--- config.mk ---
export PLATFORM = sky130hd
export DESIGN_NAME = uart_tx_arbiter
export DESIGN_NICKNAME = d
export VERILOG_FILES = /design/src/rtl/uart_pkg.sv /design/src/rtl/rr_arbiter.sv /design/src/rtl/uart_tx_arbiter.sv
export SDC_FILE = /design/constraint.sdc
export NUM_CORES = 1
export LEC_CHECK = 0
export CAP_MARGIN = 20
export CORE_UTILIZATION = 52
export DETAILED_ROUTE_END_ITERATION = 10
export PLACE_DENSITY_LB_ADDON = 0.05
export SLEW_MARGIN = 10
export SYNTH_ARGS = -nofsm -noshare
export SYNTH_HDL_FRONTEND = slang
export SYNTH_SLANG_ARGS = --single-unit
--- constraint.sdc ---
create_clock -name clk -period 5.6 [get_ports clk]
set_input_delay 0.56 -clock clk [delete_from_list [all_inputs] [get_ports clk]]
set_output_delay 0.56 -clock clk [all_outputs]
set_load 0.1 [all_outputs]
--- src/rtl/uart_pkg.sv ---
// Shared types and constants for the UART transmit arbiter.
package uart_pkg;

   // Arbiter FSM states; HDR is only reachable when UART_ARB_HEADER_EN is defined.
   typedef enum logic [2:0] {
      ARB,
      HDR,
      LOAD,
      WAIT_BUSY,
      WAIT_DONE
   } uart_arb_state_t;

   // Header bytes carry the granted requester index in the low bits.
   localparam logic [7:0] HDR_BASE = 8'hA0;

   function automatic logic [7:0] hdr_byte(input logic [2:0] id);
      return HDR_BASE | {5'b00000, id};
   endfunction

endpackage

--- src/rtl/rr_arbiter.sv ---
// Round-robin selector: picks the first asserted request after the last grant,
// wrapping around, and reports it both one-hot and as an index.
module rr_arbiter #(
   parameter int unsigned NUM_REQ = 4
) (
   input  logic [NUM_REQ-1:0]         req,
   input  logic [$clog2(NUM_REQ)-1:0] last,
   output logic [NUM_REQ-1:0]         gnt_oh,
   output logic [$clog2(NUM_REQ)-1:0] gnt_idx,
   output logic                       any
);

   localparam int unsigned IW = $clog2(NUM_REQ);

   logic          found;
   logic [IW-1:0] cand;

   // Scan last+1 .. last+NUM_REQ so the previous winner has the lowest priority.
   always_comb begin
      gnt_oh  = '0;
      gnt_idx = '0;
      any     = |req;
      found   = 1'b0;
      cand    = '0;
      for (int unsigned i = 1; i <= NUM_REQ; i++) begin
         cand = IW'((32'(last) + i) % NUM_REQ);
         if (!found && req[cand]) begin
            found        = 1'b1;
            gnt_idx      = cand;
            gnt_oh[cand] = 1'b1;
         end
      end
   end

endmodule

--- src/rtl/uart_tx_arbiter.sv ---
// Shares one uartTX transmitter between NUM_REQ byte-stream requesters.
// Round-robin grant per burst, bursts capped at MAX_BURST bytes, and a
// watchdog on the tx_start -> tx_busy handshake.
// Optional: define UART_ARB_HEADER_EN to prefix every burst with a header
// byte HDR_BASE | grant_id.
module uart_tx_arbiter
   import uart_pkg::*;
#(
   parameter int unsigned NUM_REQ      = 4,
   parameter int unsigned MAX_BURST    = 16,
   parameter int unsigned BUSY_TIMEOUT = 15
) (
   input  logic                       clk,
   input  logic                       rst_n,
   input  logic [NUM_REQ-1:0]         req_valid,
   input  logic [NUM_REQ*8-1:0]       req_data,
   input  logic [NUM_REQ-1:0]         req_last,
   output logic [NUM_REQ-1:0]         req_ready,
   output logic [7:0]                 tx_data,
   output logic                       tx_start,
   input  logic                       tx_busy,
   output logic [$clog2(NUM_REQ)-1:0] grant_id,
   output logic                       grant_act,
   output logic                       err_timeout
);

   localparam int unsigned IW = $clog2(NUM_REQ);
   localparam int unsigned BW = $clog2(MAX_BURST + 1);
   localparam int unsigned TW = $clog2(BUSY_TIMEOUT + 1);

   uart_arb_state_t    state_q, state_d;
   logic [IW-1:0]      grant_id_q, grant_id_d;
   logic [NUM_REQ-1:0] grant_oh_q, grant_oh_d;
   logic               grant_act_q, grant_act_d;
   logic [BW-1:0]      burst_cnt_q, burst_cnt_d;
   logic               last_q, last_d;
   logic [TW-1:0]      timer_q, timer_d;
   logic               hdr_q, hdr_d;
   logic [7:0]         tx_data_q, tx_data_d;
   logic               tx_start_q, tx_start_d;
   logic [NUM_REQ-1:0] req_ready_q, req_ready_d;
   logic               err_q, err_d;

   logic [NUM_REQ-1:0] arb_oh;
   logic [IW-1:0]      arb_idx;
   logic               arb_any;

   logic               gnt_valid;
   logic               gnt_last;
   logic [7:0]         gnt_byte;

   rr_arbiter #(
      .NUM_REQ (NUM_REQ)
   ) u_rr_arbiter (
      .req     (req_valid),
      .last    (grant_id_q),
      .gnt_oh  (arb_oh),
      .gnt_idx (arb_idx),
      .any     (arb_any)
   );

   // Next-state and output decode; all outputs are registered so tx_start,
   // req_ready and tx_data change together one cycle after LOAD.
   always_comb begin
      state_d     = state_q;
      grant_id_d  = grant_id_q;
      grant_oh_d  = grant_oh_q;
      grant_act_d = grant_act_q;
      burst_cnt_d = burst_cnt_q;
      last_d      = last_q;
      timer_d     = timer_q;
      hdr_d       = hdr_q;
      tx_data_d   = tx_data_q;
      tx_start_d  = 1'b0;
      req_ready_d = '0;
      err_d       = 1'b0;

      gnt_valid = |(req_valid & grant_oh_q);
      gnt_last  = |(req_last & grant_oh_q);
      gnt_byte  = req_data[8*grant_id_q +: 8];

      unique case (state_q)
         ARB: begin
            if (arb_any) begin
               grant_id_d  = arb_idx;
               grant_oh_d  = arb_oh;
               grant_act_d = 1'b1;
               burst_cnt_d = '0;
`ifdef UART_ARB_HEADER_EN
               state_d     = HDR;
`else
               state_d     = LOAD;
`endif
            end
         end
`ifdef UART_ARB_HEADER_EN
         HDR: begin
            // Header is not handshaked with the requester and not counted.
            tx_data_d  = hdr_byte(3'(grant_id_q));
            tx_start_d = 1'b1;
            hdr_d      = 1'b1;
            timer_d    = '0;
            state_d    = WAIT_BUSY;
         end
`endif
         LOAD: begin
            if (gnt_valid) begin
               tx_data_d   = gnt_byte;
               req_ready_d = grant_oh_q;
               tx_start_d  = 1'b1;
               last_d      = gnt_last;
               burst_cnt_d = burst_cnt_q + BW'(1);
               timer_d     = '0;
               state_d     = WAIT_BUSY;
            end else begin
               grant_act_d = 1'b0;
               state_d     = ARB;
            end
         end
         WAIT_BUSY: begin
            if (tx_busy) begin
               state_d = WAIT_DONE;
            end else if (timer_q == TW'(BUSY_TIMEOUT - 1)) begin
               // Transmitter never acknowledged: drop the byte and re-arbitrate.
               err_d       = 1'b1;
               grant_act_d = 1'b0;
               hdr_d       = 1'b0;
               state_d     = ARB;
            end else begin
               timer_d = timer_q + TW'(1);
            end
         end
         WAIT_DONE: begin
            if (!tx_busy) begin
               if (hdr_q) begin
                  hdr_d   = 1'b0;
                  state_d = LOAD;
               end else if (last_q || (burst_cnt_q == BW'(MAX_BURST))) begin
                  grant_act_d = 1'b0;
                  state_d     = ARB;
               end else begin
                  state_d = LOAD;
               end
            end
         end
         default: state_d = ARB;
      endcase
   end

   // State and output registers; async reset parks the pointer so requester 0 wins first.
   always_ff @(posedge clk or negedge rst_n) begin
      if (!rst_n) begin
         state_q     <= ARB;
         grant_id_q  <= IW'(NUM_REQ - 1);
         grant_oh_q  <= '0;
         grant_act_q <= 1'b0;
         burst_cnt_q <= '0;
         last_q      <= 1'b0;
         timer_q     <= '0;
         hdr_q       <= 1'b0;
         tx_data_q   <= 8'h00;
         tx_start_q  <= 1'b0;
         req_ready_q <= '0;
         err_q       <= 1'b0;
      end else begin
         state_q     <= state_d;
         grant_id_q  <= grant_id_d;
         grant_oh_q  <= grant_oh_d;
         grant_act_q <= grant_act_d;
         burst_cnt_q <= burst_cnt_d;
         last_q      <= last_d;
         timer_q     <= timer_d;
         hdr_q       <= hdr_d;
         tx_data_q   <= tx_data_d;
         tx_start_q  <= tx_start_d;
         req_ready_q <= req_ready_d;
         err_q       <= err_d;
      end
   end

   assign req_ready   = req_ready_q;
   assign tx_data     = tx_data_q;
   assign tx_start    = tx_start_q;
   assign grant_id    = grant_id_q;
   assign grant_act   = grant_act_q;
   assign err_timeout = err_q;

endmodule
# Word level (Yosys, flattened, before mapping)
# Cells that the tools add are included.
[classes]
mux = 59
n_reduce_logical = 26
eq_ne = 15
add_sub_neg = 6
div_mod_pow = 0
bitwise = 5
n_shift = 1
magnitude_cmp = 8
multipliers = 0
[op_table]
columns = ["operator", "count"]
rows = [
  ["two-way mux 4 bit", 9],
  ["indexed part select 32 x 6 -> 8 bit", 1],
  ["two-way mux 1 bit", 24],
  ["inequality test 2 bit, second input constant", 9],
  ["two-way mux 2 bit", 7],
  ["less-than comparator 2 x 3 -> 1 bit, second input constant", 4],
  ["two-way mux 3 bit", 4],
  ["OR 4 bit", 3],
  ["one-hot mux 3 bit (4 select lines)", 1],
  ["OR reduction 4 bit", 3],
  ["two-way mux 5 bit", 2],
  ["one-hot mux 5 bit (2 select lines)", 1],
  ["AND 4 bit", 2],
  ["binary-select mux 1 bit (select 2 bit)", 4],
  ["demux 1 bit (select 2 bit)", 4],
  ["greater-or-equal comparator 2 x 1 -> 1 bit, second input constant", 4],
  ["one-hot mux 4 bit (2 select lines)", 1],
  ["AND reduction 4 bit", 2],
  ["AND reduction 8 bit", 1],
  ["logical AND 1 bit", 7],
  ["equality test 3 x 2 -> 1 bit, second input constant", 2],
  ["AND reduction 3 bit", 2],
  ["nonzero test 2 bit", 3],
  ["adder 5 x 1 -> 5 bit, second input constant", 1],
  ["other kinds (14)", 19],
]
[word_totals]
inputBits = 43
mem_count = 0
mem_bits_rw = 0
romBits = 0
ff_bits = 35
word_cells = 132
latchBits = 0

# Depth between registers and ports, before layout
[logic_depth]
depth_word = 13
depth_mapped = 9
depth_no_buf = 7

# Cells and area by module
# A second synthesis with hierarchy kept.
[unflattened]
hier_cells = 204
hier_area_um2 = 2232.1
[modules_own_cells]
columns = ["module", "instances", "cells_per_inst", "area_per_inst_um2", "seq_area_each_um2"]
rows = [
  ["uart_tx_arbiter", 1, 134, 1691.6, 853.3],
  ["rr_arbiter", 1, 70, 540.5, 0.0],
]

# Worst setup path after synthesis
# OpenSTA, ideal clock, no wires.
[synth_timing]
kind = "register to register"
start = "reg grant_id_q[0] (netlist: grant_id[0])"
end = "reg grant_oh_q[0]"
t_arrival_ns = 2.665
path_buffers = 2
slack_ns = 2.803
stages_incl_launch_ff = 10
cell_sequence = "dfstp_2 -> buf_6 -> buf_4 -> inv_1 -> ha_1 -> mux4_1 -> nand2b_4 -> nor2_1 -> a221oi_1 -> a21oi_1"
[synth_via]
elab_chain_cells = 13
elab_cells_between_ends = 48
classes_between = "add/sub: 4; order compare: 8; mux: 23; bitwise: 3; reduce/logical: 10"
[synth_lines]
columns = ["element", "line_no", "rtl"]
rows = [
  ["start: declaration", "uart_tx_arbiter.sv:32", "logic [IW-1:0] grant_id_q, grant_id_d;"],
  ["start signal: assignment", "uart_tx_arbiter.sv:154", "grant_id_q <= IW'(NUM_REQ - 1);"],
  ["start signal: assignment", "uart_tx_arbiter.sv:167", "grant_id_q <= grant_id_d;"],
  ["parallel branches: the longest is 12 deep, another holds less-than comparator 2 x 3 -> 1 bit", "n/a", ""],
  ["two-way mux 4 bit (*)", "rr_arbiter.sv:27", "if (!found && req[cand]) begin"],
  ["end signal: assignment", "uart_tx_arbiter.sv:168", "grant_oh_q <= grant_oh_d;"],
  ["end: declaration", "uart_tx_arbiter.sv:33", "logic [NUM_REQ-1:0] grant_oh_q, grant_oh_d;"],
]
# Mark *: on every way between the ends. The select of a mux whose other input is x is not followed.
# A chain may end at the register's enable or synchronous reset.

# Worst setup path after layout
[layout_timing]
start = "reg grant_id_q[0] (netlist: grant_id[0])"
end = "out grant_id[0]"
[layout_rtl]
columns = ["element", "line_no", "rtl"]
rows = [
  ["end: declaration", "uart_tx_arbiter.sv:22", "output logic [$clog2(NUM_REQ)-1:0] grant_id,"],
]
# No word-level cell between the ends.

==> results.yml <==
placed_design:
  place_inst: 315
  pre_cts_ws_ns: 2.55
  hpwlAfterDp_um: 3860
  port_buffers: 59
  place_congestion: 0.848
worst_hold_path:
  hold_class: "reg -> reg"
cts:
  cts.sinks: 34
  cts_tree: "yes"
  clockBufferDepth: 2
  cts.clk_slew.worst_paths_ns: 0.07
  htree_levels: 2
  cts-resized-gates: 0
  cts_root_buf: "clkbuf_8"
  cts_setup_buffers: 0
  ctsHoldBuffers: 0
  clkLatencyLatePin_ns: 0.29
  numCtsBuffers: 5
route:
  post-route-drc-count: 0
  drt_iter0_drc: 127
  vias: 1842
  routed_wl_um: 5170
  antenna_left: 0
  viasPerCell: 5.72
  drt-pass1-iter-count: 4
  wire_per_inst_um: 16.1
timing:
  drv_slew: 0
  setup_viol: 0
  fin_setup_tns_ns: 0
  hold_viol_final: 0
  fmax_mhz: 325
  finalCritPeriodShare_pct: 54.9
  tightest_slew_ns: 0.975
  relSlewSlack_pct: 34.8
  fin_ws_ns: 2.53
  rsz0062_at_grt: "false"
  skew_ns: 0.00868
  finalCriticalPeriod_ns: 3.07
global_route:
  grt_pass1_wl_um: 8270
  grt_pass1_vias: 1766
  grt_use_total_pct: 25.6
  antenna_found_initial: 0
  grt_start_max_net_pins: 35
  gr-total-overflow: 0
final_layout:
  syn_to_final_growth_pct: 32.0
  layout.cells.non_filler: 322
  diodes: 0
  nNetsFinal: 327
  layout-drive-gt1-share_pct: 8.46
pwr:
  total_power_mw: 1.82
  power_density_mw_per_mm2: 636
  ir_drop_mv: 0.358
  p_leak_nw: 1.25
floorplanning:
  io_pins: 60
  core_mm2: 0.00400
  rows: 23
  die_w_um: 66.5
  die_h_um: 66.5
  start_util_pct: 54.1
  dieArea_mm2: 0.00442
setup_path:
  cp-end-kind: "primary output"
  crit_family: "buffers and inverters"
  critPathArrivalTime_ns: 2.51
  max_stage_delay_ns: 1.26
  crit_chain: "clkdlybuf4s50_1"
  path_class: "reg -> out"
  crit_fanout: 27
  slowest_stage: "clkdlybuf4s50_1"
  crit_buf_inv: 1
  setup.worst_path.start_class: "flip-flop"
  worstPathRequired_ns: 5.04
logic_synthesis:
  synth_area_mm2: 0.00216
  netlist_instances: 218
  yosys.area.top_type: "dfrtp_1"
  synth_area_leaders: "dfrtp_1 (37%), mux4_2 (9.4%), ha_1 (6.9%)"
  yosys-top-cells-count: "nand2_1 (36), dfrtp_1 (32), nor2_1 (19)"
  yosys_warnings: 0
  ys.flop_type: "dfrtp_1"
  synth.distinct_cells: 46
  syn_nets: 273
  synth.ff_latch_count: 34
  yosysSeqAreaShare_pct: 39.4
  synthArstFlopShare_pct: 100
  synth_top_area_share_pct: 37.0
  yosysMostFrequentCell: "nand2_1"
  synth_edf_count: 0
  synth.avg_cell_area_um2: 9.92
run:
  maxCapViolCount: 0
outcome:
  status: "complete, no violations"
[cell usage in the layout, fill, tap and decap left out, types with 5 or more instances in the layout]
cell | netlist | layout
clkbuf_8 | 0 | 6
a221oi_1 | 5 | 5
and2_1 | 5 | 5
inv_1 | 12 | 12
mux4_2 | 9 | 9
a21oi_1 | 14 | 14
o21ai_0 | 8 | 8
clkdlybuf4s50_1 | 0 | 59
nand2_1 | 36 | 36
nand3_1 | 6 | 6
ha_1 | 12 | 12
nor2_1 | 19 | 19
dfrtp_1 | 32 | 32
[flip-flops by register name (all words and copies together), names as in the netlist]
signal       count
state_q          3
burst_cnt_q      5
grant_act        1
grant_oh_q       4
err_timeout      1
tx_start         1
timer_q          4
tx_data          8
last_q           1
req_ready        4
grant_id         2
[routing by layer]
layer / track usage [%] / vias to the layer above / wire [um]
met3: 5.14 / 11 / 226
met5: 0 / - / 0
met1: 32.9 / 881 / 2290
li1: - / 892 / -
met2: 42.5 / 58 / 2570
met4: 9.31 / 0 / 81
[power breakdown]
| group | switching [mW] | leakage, nW | internal (mW) |
|---|---|---|---|
| registers | 0.142 | 0.431 | 0.350 |
| logic | 0.728 | 0.760 | 0.367 |
| clock network | 0.0885 | 0.0573 | 0.142 |
| total | 0.958 | 1.25 | 0.860 |
[cell families after synthesis]
family	count (synthesis)	share of synthesized area, %
compound gates	45	13.8
xor+xnor	3	1.21
fa+ha+maj	12	6.94
buf+inv	25	5.78
flops	34	39.4
mux	16	14.7
simple gates	83	18.2
[metrics by stage]
| stage | hold WS, ns | utilization, % | instance area, um^2 |
|---|---|---|---|
| 2_1_floorplan | 0.264 | - | 2160 |
| 3_3_place_gp | 0.464 | 68.6 | 2740 |
| 3_5_place_dp | 0.472 | 68.6 | 2740 |
| 4_1_cts | 0.488 | 71.4 | 2860 |
| 5_1_grt | 0.495 | 71.4 | 2860 |
| 6_report | 0.485 | 71.4 | 2860 |
[final timing paths]
kind                            cells after the start                     from                    endpoint  slack, ns
worst max-delay path                                1  grant_id[0]$_DFFE_PN1P_                 grant_id[0]       2.53
worst min-delay path                                2   tx_data[6]$_DFFE_PN0P_      tx_data[6]$_DFFE_PN0P_       0.49
worst max register to register                      7  grant_id[0]$_DFFE_PN1P_   grant_oh_q[2]$_DFFE_PN0P_       2.78
worst min register to register                      2   tx_data[6]$_DFFE_PN0P_      tx_data[6]$_DFFE_PN0P_       0.49
max in group asynchronous                           2                    rst_n     grant_id[0]$_DFFE_PN1P_       4.59
min in group asynchronous                           2                    rst_n  burst_cnt_q[2]$_DFFE_PN0P_       0.67
[layout make-up]
cell class / instances / area [um^2]
Tap cell: 50 / 62.6
Timing Repair Buffer: 60 / 598
Sequential cell: 34 / 853
Inverter: 12 / 45.0
Clock buffer: 6 / 82.6
Multi-Input combinational cell: 159 / 1180
Fill cell: 328 / 1140
Clock inverter: 1 / 30.0
No activity file was read; power rests on OpenSTA's default activity.
